<file path="src/rtl/cpu_multicycle.sv">
// cpu_multicycle: FSM-sequenced DATA_W-bit core; 2 cycles per ALU/branch op, >=4 per memory op (stalls in MEM_WAIT while BUSYWAIT=1).
// Build with CPU_MULT_EN defined to add the iterative shift-add MULT (opcode 0x08, DATA_W+2 cycles); otherwise 0x08 is illegal.
module cpu_multicycle #(
  parameter int DATA_W = 8,
  parameter int NREGS  = 8,
  parameter int PC_W   = 32
) (
  input  logic              CLK,
  input  logic              RESET,
  input  logic [31:0]       INSTRUCTION,
  output logic [PC_W-1:0]   PC,
  input  logic [DATA_W-1:0] READDATA,
  input  logic              BUSYWAIT,
  output logic [DATA_W-1:0] ADDRESS,
  output logic [DATA_W-1:0] WRITEDATA,
  output logic              READ,
  output logic              WRITE,
  output logic              ILLEGAL
);
  localparam int RI_W = (NREGS > 1) ? $clog2(NREGS) : 1;

  localparam logic [2:0] S_FETCH    = 3'd0;
  localparam logic [2:0] S_EXEC     = 3'd1;
  localparam logic [2:0] S_MEM_REQ  = 3'd2;
  localparam logic [2:0] S_MEM_WAIT = 3'd3;
`ifdef CPU_MULT_EN
  localparam logic [2:0] S_MUL      = 3'd4;
  localparam logic [7:0] OP_MULT    = 8'h08;
`endif

  localparam logic [7:0] OP_LOADI = 8'h00, OP_MOV = 8'h01, OP_ADD = 8'h02, OP_SUB = 8'h03,
                         OP_AND   = 8'h04, OP_OR  = 8'h05, OP_J   = 8'h06, OP_BEQ = 8'h07,
                         OP_SLL   = 8'h09, OP_SRL = 8'h0A, OP_SRA = 8'h0B, OP_ROR = 8'h0C,
                         OP_BNE   = 8'h0D, OP_LWD = 8'h0E, OP_LWI = 8'h0F, OP_SWD = 8'h10,
                         OP_SWI   = 8'h11;

  logic [2:0]                   state;
  logic [31:0]                  ir;
  logic [NREGS-1:0][DATA_W-1:0] regs;
  logic [7:0]                   op, imm2;
  logic [RI_W-1:0]              rd_idx, rt_idx, rs_idx;
  logic [DATA_W-1:0]            rt_val, rs_val, imm2_ext;
  logic signed [DATA_W-1:0]     sra_val;
  logic [31:0]                  sh_amt, rot_amt;
  logic [PC_W-1:0]              br_off, pc_plus4, pc_branch, pc_new;
  logic [DATA_W-1:0]            alu_res, mem_addr;
  logic                         alu_wr, mem_rd, mem_wr, illegal;
  logic                         unused_ok;

  assign op        = ir[31:24];
  assign imm2      = ir[7:0];
  assign rd_idx    = ir[16 +: RI_W];
  assign rt_idx    = ir[8 +: RI_W];
  assign rs_idx    = ir[0 +: RI_W];
  assign rt_val    = regs[rt_idx];
  assign rs_val    = regs[rs_idx];
  assign imm2_ext  = DATA_W'(imm2);
  assign sh_amt    = 32'(imm2);
  assign rot_amt   = sh_amt % DATA_W;
  // Arithmetic shift saturates to all sign bits on its own for large amounts.
  assign sra_val   = $signed(rt_val) >>> imm2;
  assign br_off    = PC_W'($signed(ir[23:16]));
  assign pc_plus4  = PC + PC_W'(4);
  assign pc_branch = pc_plus4 + (br_off << 2);
  assign unused_ok = ^ir[15:8];

`ifdef CPU_MULT_EN
  localparam int MC_W = $clog2(DATA_W) + 1;
  localparam logic [MC_W-1:0] MUL_LAST = MC_W'(DATA_W - 1);
  logic [DATA_W-1:0] mul_acc, mul_cand, mul_plier, mul_sum;
  logic [MC_W-1:0]   mul_cnt;
  logic              is_mul;
  assign mul_sum = mul_acc + (mul_plier[0] ? mul_cand : '0);
`endif

  always_comb begin
    alu_res  = '0;
    alu_wr   = 1'b0;
    mem_rd   = 1'b0;
    mem_wr   = 1'b0;
    mem_addr = rs_val;
    illegal  = 1'b0;
    pc_new   = pc_plus4;
`ifdef CPU_MULT_EN
    is_mul   = 1'b0;
`endif
    case (op)
      OP_LOADI: begin alu_res = imm2_ext;        alu_wr = 1'b1; end
      OP_MOV:   begin alu_res = rs_val;          alu_wr = 1'b1; end
      OP_ADD:   begin alu_res = rt_val + rs_val; alu_wr = 1'b1; end
      OP_SUB:   begin alu_res = rt_val - rs_val; alu_wr = 1'b1; end
      OP_AND:   begin alu_res = rt_val & rs_val; alu_wr = 1'b1; end
      OP_OR:    begin alu_res = rt_val | rs_val; alu_wr = 1'b1; end
      OP_J:     pc_new = pc_branch;
      OP_BEQ:   if (rt_val == rs_val) pc_new = pc_branch;
      OP_BNE:   if (rt_val != rs_val) pc_new = pc_branch;
      OP_SLL: begin
        alu_wr = 1'b1;
        if (sh_amt < DATA_W) alu_res = rt_val << imm2;
      end
      OP_SRL: begin
        alu_wr = 1'b1;
        if (sh_amt < DATA_W) alu_res = rt_val >> imm2;
      end
      OP_SRA:   begin alu_res = sra_val; alu_wr = 1'b1; end
      OP_ROR: begin
        alu_wr  = 1'b1;
        alu_res = (rt_val >> rot_amt) | (rt_val << (DATA_W - rot_amt));
      end
      OP_LWD:   mem_rd = 1'b1;
      OP_LWI:   begin mem_rd = 1'b1; mem_addr = imm2_ext; end
      OP_SWD:   mem_wr = 1'b1;
      OP_SWI:   begin mem_wr = 1'b1; mem_addr = imm2_ext; end
`ifdef CPU_MULT_EN
      OP_MULT:  is_mul = 1'b1;
`endif
      default:  illegal = 1'b1;
    endcase
  end

  always_ff @(posedge CLK or posedge RESET) begin
    if (RESET) begin
      state     <= S_FETCH;
      ir        <= '0;
      regs      <= '0;
      PC        <= '0;
      ADDRESS   <= '0;
      WRITEDATA <= '0;
      READ      <= 1'b0;
      WRITE     <= 1'b0;
      ILLEGAL   <= 1'b0;
`ifdef CPU_MULT_EN
      mul_acc   <= '0;
      mul_cand  <= '0;
      mul_plier <= '0;
      mul_cnt   <= '0;
`endif
    end else begin
      ILLEGAL <= 1'b0;
      case (state)
        S_FETCH: begin
          ir    <= INSTRUCTION;
          state <= S_EXEC;
        end
        S_EXEC: begin
          if (mem_rd || mem_wr) begin
            ADDRESS   <= mem_addr;
            WRITEDATA <= rt_val;
            READ      <= mem_rd;
            WRITE     <= mem_wr;
            state     <= S_MEM_REQ;
          end
`ifdef CPU_MULT_EN
          else if (is_mul) begin
            mul_acc   <= '0;
            mul_cand  <= rt_val;
            mul_plier <= rs_val;
            mul_cnt   <= '0;
            state     <= S_MUL;
          end
`endif
          else begin
            if (alu_wr) regs[rd_idx] <= alu_res;
            ILLEGAL <= illegal;
            PC      <= pc_new;
            state   <= S_FETCH;
          end
        end
        // The memory sees the strobe for at least one cycle before BUSYWAIT is honoured.
        S_MEM_REQ: state <= S_MEM_WAIT;
        S_MEM_WAIT: begin
          if (!BUSYWAIT) begin
            if (READ) regs[rd_idx] <= READDATA;
            READ  <= 1'b0;
            WRITE <= 1'b0;
            PC    <= pc_plus4;
            state <= S_FETCH;
          end
        end
`ifdef CPU_MULT_EN
        S_MUL: begin
          if (mul_cnt == MUL_LAST) begin
            regs[rd_idx] <= mul_sum;
            PC           <= pc_plus4;
            state        <= S_FETCH;
          end else begin
            mul_acc   <= mul_sum;
            mul_cand  <= mul_cand << 1;
            mul_plier <= mul_plier >> 1;
            mul_cnt   <= mul_cnt + 1'b1;
          end
        end
`endif
        default: state <= S_FETCH;
      endcase
    end
  end
endmodule

</file>
<file path="config.mk">
export PLATFORM = sky130hd
export DESIGN_NAME = cpu_multicycle
export DESIGN_NICKNAME = d
export VERILOG_FILES = /design/src/rtl/cpu_multicycle.sv
export SDC_FILE = /design/constraint.sdc
export NUM_CORES = 1
export LEC_CHECK = 0
export BUFFER_PORTS_ARGS = -buffer_cell sky130_fd_sc_hd__buf_2
export CAP_MARGIN = 20
export CORE_AREA = 2 2 190 192
export CTS_BUF_LIST = sky130_fd_sc_hd__clkbuf_16
export CTS_CLUSTER_SIZE = 12
export DETAILED_ROUTE_END_ITERATION = 8
export DIE_AREA = 0 0 192 194
export HOLD_SLACK_MARGIN = 0.08
export PLACE_DENSITY = 0.57
export SYNTH_ARGS = -nofsm -noshare
export SYNTH_HDL_FRONTEND = slang
export SYNTH_SLANG_ARGS = --single-unit
export TNS_END_PERCENT = 100
</file>
<file path="constraint.sdc">
create_clock -name CLK -period 13.3 [get_ports CLK]
set_input_delay 3.99 -clock CLK [delete_from_list [all_inputs] [get_ports CLK]]
set_output_delay 3.99 -clock CLK [all_outputs]
set_load 0.02 [all_outputs]
</file>
# ---- After elaboration in Yosys (flattened, before gate mapping)
# Cells that the tools add are included.
dict set report classes {
  n_addsub 5
  n_shift 5
  n_lt_le_gt_ge 5
  eq_ne 26
  n_reduce_logical 14
  bitwise_logic 3
  n_mux 37
}
# op n
set op_table {}
lappend op_table {{$mux 64} 4}
lappend op_table {{$bwmux 64} 2}
lappend op_table {{$mux 32} 4}
lappend op_table {{$pmux 64 s2} 1}
lappend op_table {{$pmux 32 s3} 1}
lappend op_table {{$pmux 8 s10} 1}
lappend op_table {{$pmux 32 s2} 1}
lappend op_table {{$eq 8x4->1 const B} 7}
lappend op_table {{$bmux 8 s3} 2}
lappend op_table {{$mux 8} 6}
lappend op_table {{$add 32x3->32 const B} 1}
lappend op_table {{$add 32x32->32} 1}
lappend op_table {{$eq 8x3->1 const B} 4}
lappend op_table {{$shl 8x32->8} 1}
lappend op_table {{$demux 8 s3} 1}
lappend op_table {{$reduce_or 17->1} 1}
lappend op_table {{$eq 8x2->1 const B} 2}
lappend op_table {{$eq 8x5->1 const B} 2}
lappend op_table {{$or 8x8->8} 2}
lappend op_table {{$lt 3x4->1 const B} 3}
lappend op_table {{$pmux 3 s4} 1}
lappend op_table {{$ne 2x2->1 const B} 5}
lappend op_table {{$reduce_or 10->1} 1}
lappend op_table {{$mux 1} 9}
lappend op_table {{27 further kinds} 32}
dict set report word_totals {
  reg_bits 150
  output_inout_bits 51
  wordCells 111
}

# ---- Longest topological paths before layout
dict set report logic_depth {
  ltp_word 9
  depth_mapped 18
}

# ---- Worst setup path before layout
# OpenSTA, ideal clock, no wires.
dict set report synth_timing {
  kind {input-to-reg}
  startpoint {input port BUSYWAIT}
  endpoint {register regs[3] in the netlist's numbering}
  cell_stages 8
  t_arrival_ns 5.253
  setup_slack_ns 7.908
  t_required_ns 13.162
  path_buffers 1
  path_cell_list {a21oi_1 -> inv_1 -> a21oi_1 -> nor3b_1 -> nand2_1 -> buf_1 -> nand2_1 -> o21ai_0}
}
dict set report synth_via {
  elab_chain_len 2
}
# item line
set synth_rtl {}
lappend synth_rtl {{from (decl)} 13} ;# input logic BUSYWAIT,
lappend synth_rtl {{$ne 2x2->1 (no line)} --}
lappend synth_rtl {{$reduce_and 5->1 (no line)} --}
lappend synth_rtl {{to (signal, indexed assignment)} 163} ;# if (alu_wr) regs[rd_idx] <= alu_res;
lappend synth_rtl {{to (decl)} 39} ;# logic [NREGS-1:0][DATA_W-1:0] regs;
# No other way between the ends.
# A chain may end at the register's enable or synchronous reset.

# ---- Worst setup path after layout
dict set report layout_timing {
  startpoint {input port BUSYWAIT}
  endpoint {register regs[63] in the netlist's numbering}
}
# Same word-level chain as after synthesis.

==> out/results.txt <==
status: complete, no violations
Worst Tran Pin Value: 1.064 ns
slowest stage delay, CP: 0.75 ns
total CTS buffers: 17
Clock Tree Root: clkbuf_16
GRT Overall Usage: 18.96%
vias per cell: 5.605
core box area: 35220 um^2
Clock transition at path regs: 0.08 ns
Setup Viol. Count Final: 0
grt ovf: 0
Final WS setup: 7.548 ns
post-cts resize count: 0
Antenna Cells: 0
post-synthesis cell count: 1281
WP data required: 13.63 ns
FMAX: 173.9 MHz
FF-to-FF End: regs[63]
vias in the first global route: 9637
fin crit period: 5.752 ns
prevailing post-synth register cell: dfrtp_1
nets: 1435
Worst Setup End Kind: flop
CP dominant cell by count: a21oi_1
drt first pass iters: 5
largest net degree at the start of global routing: 76
first-pass GRT wire length: 55190 um
Seq cells post-synth: 142
Die Ht: 194 um
worst reg2reg startpoint: ir[9]
Hold Path Class: flop to flop
Power per Cell Area: 228.1 nW/um^2
Synth async-reset ratio: 100.0%
Arr. time, crit path: 6.08 ns
clk sinks: 142
Initial Utilization: 31.76%
Synth cell types: 84
CP Cell Sequence: buf_2 > a21oi_1 > inv_1 > a21oi_1 > nand4_1 > o31ai_1
ANT nets after route: 0
DRT iter0 DRCs: 791
layout cells sized above 1: 17.13%
Register-to-Register Path Depth: 10
CP Launch Type: input pin
unrepaired setup endpoints after global routing: no
post-CTS setup buffers: 0
via count: 10110
post-synthesis sequential area ratio: 31.76%
Area Overhead vs Synth: 13.33%
Max FO, Critical Path: 16
cell leakage power: 5.494 nW
CTS H-tree depth: 4
GPL Wtd Cong: 0.9517
DRC violations left: 0
dpl ws: 7.082 ns
port bufs: 86
Max VDD drop: 0.1219 mV
EDFF count, synth: 0
Boundary Pins: 94
Slew Limit Fails: 0
Max Buffers Root-to-Sink: 2
maxcap violations: 0
Rows: 69
yosys warns: 0
CTS tree: yes
Die ar.: 37250 um^2
final hold vios: 0
Hold Startpoint: WRITEDATA[3]
WS Path Type: input pin to flop
drt wl/cell: 19.34 um
Final TNS setup: 0 ns
Worst path slowest cell: nand4_1
die width: 192 um
average size of a mapped cell: 8.734 um^2
Slew HR: 29.09%
Worst Hold End: WRITEDATA[3]
r2r setup slk: 8.53 ns
number of antenna violations at the first check in global routing: 2
dpl hpwl: 25130 um
Fin Clk Skew: 0.01217 ns
period utilization: 43.24%
WHS Path Cells: 2
Mapped Area: 11190 um^2
worst-skew pair later-pin latency: 0.44 ns
hold buffer count at CTS: 0
WL final: 34900 um
[cells by family (layout without fill, tap and decap cells)]
family	after synthesis	count (layout)	synth area share [%]
flip-flops	142	142	31.76
adder cells (fa/ha/maj)	62	62	7.135
other	1	2	0.03352
AO/OA/AOI/OAI	392	392	22.42
multiplexers	89	89	12.73
XOR/XNOR	56	56	4.384
buffers and inverters	118	179	4.249
AND/OR/NAND/NOR	421	421	17.29
[cell type report]
| class | count | area (um^2) |
|---|---|---|
| timing repair buffer | 101 | 583.1 |
| tap | 461 | 576.8 |
| clock buffer | 17 | 425.4 |
| inverter | 46 | 177.7 |
| clock inverter | 15 | 183.9 |
| fill | 3668 | 22540 |
| sequential | 142 | 3553 |
| multi-input combinational | 1022 | 7179 |
[critical path: cells and delay by family]
family                 cells  cell delay [ns]
buffers and inverters      2             0.25
and+or+nand+nor            1             0.75
AOI/OAI and AO/OA          3             1.10
[synthesized netlist by cell type, drive strengths merged (27+ instances only)]
cell    number  area share, %
a21oi       78            3.5
clkbuf      53            1.8
dfrtp      142             32
ha          59            6.6
inv         46            1.5
mux2        27            2.7
mux2i       30            3.5
mux4        32            6.5
nand2      183            6.2
nand3       27            1.2
nor2        82            2.8
nor3        37            1.7
o21ai      151            7.0
xnor2       34            2.7
[through the flow]
| stage | power (mW) | std cells | hold WS (ns) | util (%) | instance area, um^2 |
|---|---|---|---|---|---|
| final | 2.893 | 1804 | 0.4791 | 36.00 | 12680 |
| after global placement | 2.351 | 1770 | 0.4620 | 34.11 | 12020 |
| after floorplan | 1.939 | 1282 | 0.4582 | - | 11190 |
| after detailed placement | 2.368 | 1770 | 0.4655 | 34.11 | 12020 |
| after global routing | 3.110 | 1804 | 0.4984 | 36.00 | 12680 |
| after CTS | 2.874 | 1802 | 0.4824 | 35.84 | 12620 |
[cell usage in the layout, fill, tap and decap left out, types with 14 or more instances in the layout]
master	netlist	routed
o31ai_1	14	14
and3_1	16	16
mux2i_1	22	22
a21oi_1	78	78
buf_2	5	86
xor2_1	22	22
clkbuf_16	0	17
nand4_1	14	14
nor2_1	82	81
nand2_1	182	182
xnor2_1	34	34
nand3_1	27	27
o21ai_0	130	129
dfrtp_1	142	142
a21o_1	19	19
ha_1	59	59
mux2_2	27	27
a31oi_1	15	15
nor3_1	37	36
mux4_2	30	30
inv_1	40	39
[sequential cells by signal, summed over array words and instances (netlist names)]
name and flops:
ILLEGAL 1, READ 1, WRITEDATA 8, state 2, ir 27, PC 30
WRITE 1, regs 64, ADDRESS 8
[worst max-delay path by stage]
stage                     depth (start not counted)  slack (ns)  startpoint          to
after floorplan                                   1        5.50       RESET  ADDRESS[0]
after global placement                            6        7.12    BUSYWAIT    regs[63]
after detailed placement                          6        7.08    BUSYWAIT    regs[63]
after CTS                                         6        7.53    BUSYWAIT    regs[63]
after global routing                              6        7.33    BUSYWAIT    regs[63]
final                                             6        7.55    BUSYWAIT    regs[63]
[metal layers]
metal / GRT usage [%] / up-vias / wire length (um)
li1: - / 4828 / -
met1: 26.29 / 4886 / 15710
met3: 3.023 / 41 / 2123
met2: 30.67 / 352 / 16460
met4: 5.004 / 4 / 583
met5: 0 / - / 18
[power breakdown]
group,internal [mW],switching [mW]
clock,0.255,0.240
sequential,0.542,0.176
combinational,0.664,1.02
total,1.46,1.43
Note: power is estimated with default switching activity, not from simulation.
